--- src/rtl/instr_mem_loader_pkg.sv ---
// rtl/instr_mem_loader_pkg.sv - shared widths, NOP encoding and state type for the instruction-memory loader
package instr_mem_loader_pkg;
   localparam int ADDR_W_DEF  = 8;
   localparam int INSTR_W_DEF = 16;
   localparam int NOP         = 0;

   typedef enum logic [1:0] {
      ST_IDLE = 2'd0,
      ST_LOAD = 2'd1,
      ST_RUN  = 2'd2
   } state_t;
endpackage

--- src/rtl/instr_mem_loader_if.sv ---
// rtl/instr_mem_loader_if.sv - host/PC/decoder signal bundle of the instruction-memory loader
interface instr_mem_loader_if #(
   parameter int ADDR_W  = instr_mem_loader_pkg::ADDR_W_DEF,
   parameter int INSTR_W = instr_mem_loader_pkg::INSTR_W_DEF
);
   logic               load_start;
   logic               run_start;
   logic [ADDR_W:0]    prog_len;
   logic [7:0]         rx_data;
   logic               rx_valid;
   logic [ADDR_W-1:0]  addr_in;
   logic [INSTR_W-1:0] instr_out;
   logic               cpu_rst;
   logic               load_busy;
   logic               load_done;

   modport master (
      output load_start, run_start, prog_len, rx_data, rx_valid, addr_in,
      input  instr_out, cpu_rst, load_busy, load_done
   );

   modport slave (
      input  load_start, run_start, prog_len, rx_data, rx_valid, addr_in,
      output instr_out, cpu_rst, load_busy, load_done
   );
endinterface

--- src/rtl/instr_mem_loader_instr_ram.sv ---
// rtl/instr_mem_loader_instr_ram.sv - simple dual-port instruction RAM, registered read that outputs NOP when disabled
module instr_ram #(
   parameter int ADDR_W  = instr_mem_loader_pkg::ADDR_W_DEF,
   parameter int INSTR_W = instr_mem_loader_pkg::INSTR_W_DEF
) (
   input  logic               clk,
   input  logic               we,
   input  logic [ADDR_W-1:0]  wr_addr,
   input  logic [INSTR_W-1:0] wr_data,
   input  logic               rd_en,
   input  logic [ADDR_W-1:0]  rd_addr,
   output logic [INSTR_W-1:0] rd_data
);
   import instr_mem_loader_pkg::*;

   logic [INSTR_W-1:0] mem [2**ADDR_W];

   always_ff @(posedge clk) begin
      if (we) begin
         mem[wr_addr] <= wr_data;
      end
   end

   // Nonblocking read gives old data on a same-address write in the same cycle.
   always_ff @(posedge clk) begin
      rd_data <= rd_en ? mem[rd_addr] : INSTR_W'(NOP);
   end
endmodule

--- src/rtl/instr_mem_loader.sv ---
// rtl/instr_mem_loader.sv - loads a byte stream into instruction RAM, then serves PC-addressed instructions
module instr_mem_loader #(
   parameter int ADDR_W  = instr_mem_loader_pkg::ADDR_W_DEF,
   parameter int INSTR_W = instr_mem_loader_pkg::INSTR_W_DEF
) (
   input logic              clk,
   input logic              RST,
   instr_mem_loader_if.slave bus
);
   import instr_mem_loader_pkg::*;

   localparam int BPI   = INSTR_W / 8;
   localparam int CNT_W = $clog2(BPI + 1);

   state_t             state;
   logic [ADDR_W:0]    len_q;
   logic [ADDR_W-1:0]  wr_addr;
   logic [CNT_W-1:0]   byte_cnt;
   logic [INSTR_W-1:0] asm_q;
   logic [INSTR_W+7:0] shifted;
   logic               start_load;
   logic               last_byte;
   logic               ram_we;
   logic               ram_rd_en;

   assign start_load = bus.load_start && (bus.prog_len != '0);
   assign last_byte  = bus.rx_valid && (byte_cnt == CNT_W'(BPI - 1));
   // Low INSTR_W bits of {assembly, byte} are the completed word, also the next assembly value.
   assign shifted    = {asm_q, bus.rx_data};
   assign ram_we     = (state == ST_LOAD) && last_byte;
   assign ram_rd_en  = (state == ST_RUN) && !RST && !start_load;

   always_ff @(posedge clk) begin
      if (RST) begin
         state         <= ST_IDLE;
         bus.cpu_rst   <= 1'b1;
         bus.load_busy <= 1'b0;
         bus.load_done <= 1'b0;
         byte_cnt      <= '0;
         wr_addr       <= '0;
         len_q         <= '0;
         asm_q         <= '0;
      end else begin
         unique case (state)
            ST_IDLE: begin
               bus.cpu_rst <= 1'b1;
               if (start_load) begin
                  state         <= ST_LOAD;
                  len_q         <= bus.prog_len;
                  wr_addr       <= '0;
                  byte_cnt      <= '0;
                  bus.load_done <= 1'b0;
                  bus.load_busy <= 1'b1;
               end else if (bus.run_start) begin
                  state <= ST_RUN;
               end
            end
            ST_LOAD: begin
               bus.cpu_rst <= 1'b1;
               if (bus.rx_valid) begin
                  asm_q <= shifted[INSTR_W-1:0];
                  if (last_byte) begin
                     byte_cnt <= '0;
                     wr_addr  <= wr_addr + 1'b1;
                     if ({1'b0, wr_addr} == len_q - 1'b1) begin
                        state         <= ST_RUN;
                        bus.load_done <= 1'b1;
                        bus.load_busy <= 1'b0;
                     end
                  end else begin
                     byte_cnt <= byte_cnt + 1'b1;
                  end
               end
            end
            ST_RUN: begin
               if (start_load) begin
                  state         <= ST_LOAD;
                  len_q         <= bus.prog_len;
                  wr_addr       <= '0;
                  byte_cnt      <= '0;
                  bus.load_done <= 1'b0;
                  bus.load_busy <= 1'b1;
                  bus.cpu_rst   <= 1'b1;
               end else begin
                  bus.cpu_rst <= 1'b0;
               end
            end
            default: begin
               state <= ST_IDLE;
            end
         endcase
      end
   end

   instr_ram #(
      .ADDR_W  (ADDR_W),
      .INSTR_W (INSTR_W)
   ) u_ram (
      .clk     (clk),
      .we      (ram_we),
      .wr_addr (wr_addr),
      .wr_data (shifted[INSTR_W-1:0]),
      .rd_en   (ram_rd_en),
      .rd_addr (bus.addr_in),
      .rd_data (bus.instr_out)
   );
endmodule
--- src/flat_wrapper.sv ---
// flat-port wrapper written by rule: the top's interface ports become plain ports
module instr_mem_loader_flat import instr_mem_loader_pkg::*;
#(
   parameter int ADDR_W  = instr_mem_loader_pkg::ADDR_W_DEF,
   parameter int INSTR_W = instr_mem_loader_pkg::INSTR_W_DEF
)
  (clk, RST, bus_load_start, bus_run_start, bus_prog_len, bus_rx_data, bus_rx_valid, bus_addr_in, bus_instr_out, bus_cpu_rst, bus_load_busy, bus_load_done);
  instr_mem_loader_if #(.ADDR_W(ADDR_W), .INSTR_W(INSTR_W)) bus_i ();
  input logic clk;
  input logic RST;
  input wire logic [$bits(bus_i.load_start)-1:0] bus_load_start;
  input wire logic [$bits(bus_i.run_start)-1:0] bus_run_start;
  input wire logic [$bits(bus_i.prog_len)-1:0] bus_prog_len;
  input wire logic [$bits(bus_i.rx_data)-1:0] bus_rx_data;
  input wire logic [$bits(bus_i.rx_valid)-1:0] bus_rx_valid;
  input wire logic [$bits(bus_i.addr_in)-1:0] bus_addr_in;
  output wire logic [$bits(bus_i.instr_out)-1:0] bus_instr_out;
  output wire logic [$bits(bus_i.cpu_rst)-1:0] bus_cpu_rst;
  output wire logic [$bits(bus_i.load_busy)-1:0] bus_load_busy;
  output wire logic [$bits(bus_i.load_done)-1:0] bus_load_done;
  assign bus_i.load_start = bus_load_start;
  assign bus_i.run_start = bus_run_start;
  assign bus_i.prog_len = bus_prog_len;
  assign bus_i.rx_data = bus_rx_data;
  assign bus_i.rx_valid = bus_rx_valid;
  assign bus_i.addr_in = bus_addr_in;
  assign bus_instr_out = bus_i.instr_out;
  assign bus_cpu_rst = bus_i.cpu_rst;
  assign bus_load_busy = bus_i.load_busy;
  assign bus_load_done = bus_i.load_done;
  instr_mem_loader #(.ADDR_W(ADDR_W), .INSTR_W(INSTR_W)) u_core (.clk(clk), .RST(RST), .bus(bus_i));
endmodule
--- config.mk ---
export PLATFORM = sky130hd
export DESIGN_NAME = instr_mem_loader_flat
export DESIGN_NICKNAME = d
export VERILOG_FILES = /design/src/rtl/instr_mem_loader_pkg.sv /design/src/rtl/instr_mem_loader_if.sv /design/src/rtl/instr_mem_loader_instr_ram.sv /design/src/rtl/instr_mem_loader.sv /design/src/flat_wrapper.sv
export SDC_FILE = /design/constraint.sdc
export NUM_CORES = 2
export LEC_CHECK = 0
export CORE_ASPECT_RATIO = 0.7
export CORE_MARGIN = 5
export CORE_UTILIZATION = 50
export CTS_CLUSTER_DIAMETER = 80
export CTS_CLUSTER_SIZE = 10
export DETAILED_ROUTE_END_ITERATION = 12
export PLACE_DENSITY = 0.73
export SLEW_MARGIN = 20
export SYNTH_ARGS = -nofsm -noshare
export SYNTH_HDL_FRONTEND = slang
export SYNTH_SLANG_ARGS = --single-unit
--- constraint.sdc ---
create_clock -name clk -period 12.6 [get_ports clk]
set_clock_uncertainty 0.2 [all_clocks]
set_input_delay 2.52 -clock clk [delete_from_list [all_inputs] [get_ports clk]]
set_output_delay 2.52 -clock clk [all_outputs]
set_load 0.1 [all_outputs]
==> run_results.csv <==
group,metric,value,unit
placed_design,placed_cells,11700,
cts,clockBufferDepth,4,
drt,routedWlPerCell,35.2,µm
yosys,ys_seq_elements,4144,
global_route,grt_pass1_vias,80200,
power_and_ir_drop,powerDensity,157,mW/mm²
setup_path,path_delay_family,"compound AO/OA/AOI/OAI gates",
cts,path_clk_slew,0.05,ns
cts,cts_tree,"built",
setup_path,max_stage_delay,0.93,ns
drt,via_per_inst,6.68,
global_route,grt_usage,0.257,
power_and_ir_drop,p_total,28.1,mW
sta,maxSlewViolCount,0,
yosys,synth_top_area_frac,0.766,
power_and_ir_drop,irDropWorstVdd,0.145,mV
drt,ant_nets,0,
power_and_ir_drop,clockPowerShare,0.414,
yosys,synth_seq_area_share,0.772,
drt,wl,436,mm
setup_path,reg2regPathDepth,9,
setup_path,arrival,7.54,ns
cts,worstSkewPairLatency,0.96,ns
yosys,ys.flop_type,"edfxtp_1",
hold_path,min_to,"u_core.bus.cpu_rst",
setup_path,cp-startpoint,"bus_addr_in[0]",
placed_design,dp_hpwl,255,mm
sta,setup_viol,0,
global_route,grt_max_degree,170,
yosys,synth_cells,7417,
setup_path,endpoint_kind,"flip-flop",
power_and_ir_drop,combPwrFrac,0.047,
yosys,synthDistinctLibCells,68,
drt,drc_errors,0,
setup_path,crit_chain,"buf_16 > buf_4 > buf_4 > mux2i_1 > o221ai_1 > o22ai_1 > o21ai_0 > nand4_1 > o41ai_1",
sta,timing.final.ws_setup,5.65,ns
cts,cts_buffers,457,
final_layout,area_delta_synth_final,11.7,%
sta,setup_tns,0,ns
placed_design,finalWeightedCongestion,0.908,
floorplanning,design.core.area,0.320,mm²
floorplanning,die_h,484,µm
drt,first_pass_iters,6,
yosys,yosysTopAreaCell,"edfxtp_1",
power_and_ir_drop,seq_power_share,0.539,
yosys,yosysWarningCount,0,
setup_path,regToRegEndpoint,"u_core.u_ram.mem[87][3]",
sta,min_period,6.95,ns
hold_path,hold_path_class,"flip-flop to flip-flop",
placed_design,io_buffers,48,
yosys,synth.most_common_cell,"edfxtp_1",
yosys,netlist_top_cells_area,"edfxtp_1 77%, mux4_2 11%, mux2i_1 3.7%",
yosys,syn_avg_cell_area,21.7,µm²
sta,fmax,144,MHz
power_and_ir_drop,netSwitchingFraction,0.211,
cts,numClockSinks,4144,
global_route,grt_antenna_before_repair,39,
setup_path,reg2reg_setup_slack,8.26,ns
yosys,synth-edff-count,4096,
cts,cts_resized,0,
hold_path,hp-start,"u_core.state[1]",
yosys,async_flop_share,0,
power_and_ir_drop,switching_power,5.93,mW
cts,root_buffer,"clkbuf_16",
setup_path,critical_path_class,"input port to flip-flop",
placed_design,dpl_worst_slack,5.02,ns
final_layout,fin_cells,12400,
hold_path,hold_depth,1,
power_and_ir_drop,p_leak,58.2,nW
floorplanning,dieArea,0.333,mm²
setup_path,cp_slowest_cell,"nand4_1",
sta,worst_pin_slew,1.17,ns
final_layout,final_nets,7922,
final_layout,nFillCells,23000,
yosys,syn-num-nets,7452,
setup_path,path_buf_inv,3,
setup_path,crit_path_frequent_cell,"buf_4",
sta,rsz0062_at_grt,"no",
drt,drtIter0Drc,14100,
global_route,grt_pass1_wl,610,mm
floorplanning,io-pin-count,49,
final_layout,drive_above_1_share,0.233,
sta,relSlewSlack,0.212,
yosys,synthTopCellsByCount,"4096 x edfxtp_1, 815 x mux4_2, 595 x mux2i_1, 311 x nor2_1, 193 x o221ai_1",
job,cap_viol_max_count,0,
setup_path,start_kind,"input port",
sta,hold_viol_final,0,
setup_path,cp_max_fo,85,
cts,h-tree-depth,5,
cts,ctsHoldBuffers,0,
yosys,syn-cell-area,0.161,mm²
setup_path,r2r-start,"u_core.state[1]",
drt,vias,82600,
floorplanning,fp-row-count,174,
sta,fin_crit_sh,0.552,
outcome,status,"finished, final reports clean",
floorplanning,die_x,687,µm
setup_path,cp.required,13.19,ns
global_route,grt-ovfl-total,0,
power_and_ir_drop,internal-power,22.2,mW
cts,cts_setup_buffers,0,
floorplanning,initial_utilization,0.501,
-- routing by layer --
metal	vias to the layer above	track usage	wire length [µm]
met2	6421	0.354	185000
li1	32200	-	-
met4	26	0.0786	14700
met3	840	0.108	72400
met1	43100	0.375	163000
met5	-	0	185
-- worst reg2reg max path, delay by kind of cell (launching register included) --
family,cells,cell delay (ns)
buf+inv,3,1.10
flops,1,0.34
simple gates,6,2.40
-- registers in the layout (all words and copies together) (netlist names) --
signal                flops
u_core.bus.cpu_rst        1
u_core.u_ram.mem       4096
u_core.wr_addr            8
u_core.asm_q              8
u_core.bus.load_done      1
u_core.state              2
u_core.byte_cnt           2
u_core.u_ram.rd_data     16
u_core.len_q              9
u_core.bus.load_busy      1
-- cell families (layout without fill, tap and decap cells) --
| family | Yosys count | in the layout | share of synthesized area |
|---|---|---|---|
| multiplexers | 1428 | 1428 | 0.154 |
| other | 0 | 14 | 0 |
| XOR/XNOR | 16 | 16 | 0.000872 |
| AO/OA/AOI/OAI | 788 | 788 | 0.0351 |
| buffers and inverters | 454 | 1078 | 0.0216 |
| adder cells (fa/ha/maj) | 5 | 5 | 0.000389 |
| AND/OR/NAND/NOR | 582 | 582 | 0.0162 |
| flip-flops | 4144 | 4144 | 0.772 |
-- layout by cell type, fill, tap and decap left out, types with 15 or more instances in the layout --
master | synthesis | layout
a211oi_1 | 25 | 25
a21oi_1 | 122 | 122
a221oi_1 | 33 | 33
a22oi_1 | 42 | 42
a31oi_1 | 18 | 18
buf_12 | 50 | 15
buf_4 | 44 | 386
clkbuf_1 | 143 | 130
clkbuf_16 | 0 | 466
clkdlybuf4s50_1 | 0 | 32
dfxtp_1 | 48 | 40
edfxtp_1 | 4096 | 4096
mux2i_1 | 595 | 595
mux4_1 | 18 | 18
mux4_2 | 815 | 815
nand2_1 | 74 | 74
nand3_1 | 55 | 44
nor2_1 | 311 | 238
nor2_2 | 0 | 67
nor2b_1 | 21 | 20
nor3_1 | 55 | 53
o21ai_0 | 114 | 94
o21ai_1 | 31 | 45
o221ai_1 | 193 | 193
o221ai_2 | 27 | 27
o22ai_1 | 141 | 141
-- power by group through the flow --
stage / clock network, mW / registers [mW] / logic, mW
floorplan: 0 / 15.5 / 0.739
global placement: 0 / 15.5 / 1.23
detailed placement: 0 / 15.5 / 1.26
CTS: 11.8 / 15.2 / 1.27
global route: 12.4 / 15.2 / 1.36
finish: 11.7 / 15.2 / 1.31
-- worst max-delay path by stage --
stage                               end  slack, ns  cells after the start
3_5_place_dp   u_core.u_ram.rd_data[12]       5.02                      9
6_report       u_core.u_ram.rd_data[12]       5.65                      9
5_1_grt        u_core.u_ram.rd_data[12]       5.67                      9
4_1_cts        u_core.u_ram.rd_data[12]       5.98                      9
3_3_place_gp    u_core.u_ram.rd_data[6]       4.26                     10
2_1_floorplan  u_core.u_ram.mem[223][0]       7.25                      8
-- stage by stage --
stage | hold slack (ns) | util | cell area, µm²
after floorplan | 0.189 | - | 161000
after global placement | 0.208 | 0.520 | 167000
after detailed placement | 0.239 | 0.520 | 167000
after CTS | 0.256 | 0.559 | 179000
after global routing | 0.277 | 0.560 | 179000
final | 0.255 | 0.560 | 179000
-- area by class of cell --
type,count,area [µm²],area share
Clock buffer,596,12100,0.0677
Timing Repair Buffer,455,3870,0.0216
Inverter,10,45.0,0.000251
Tap cell,4312,5400,0.0301
Multi-Input combinational cell,2819,33600,0.187
Sequential cell,4144,124000,0.691
Antenna cell,14,35.0,0.000195
Clock inverter,17,324,0.00181
No activity file was read; power rests on OpenSTA's default activity.
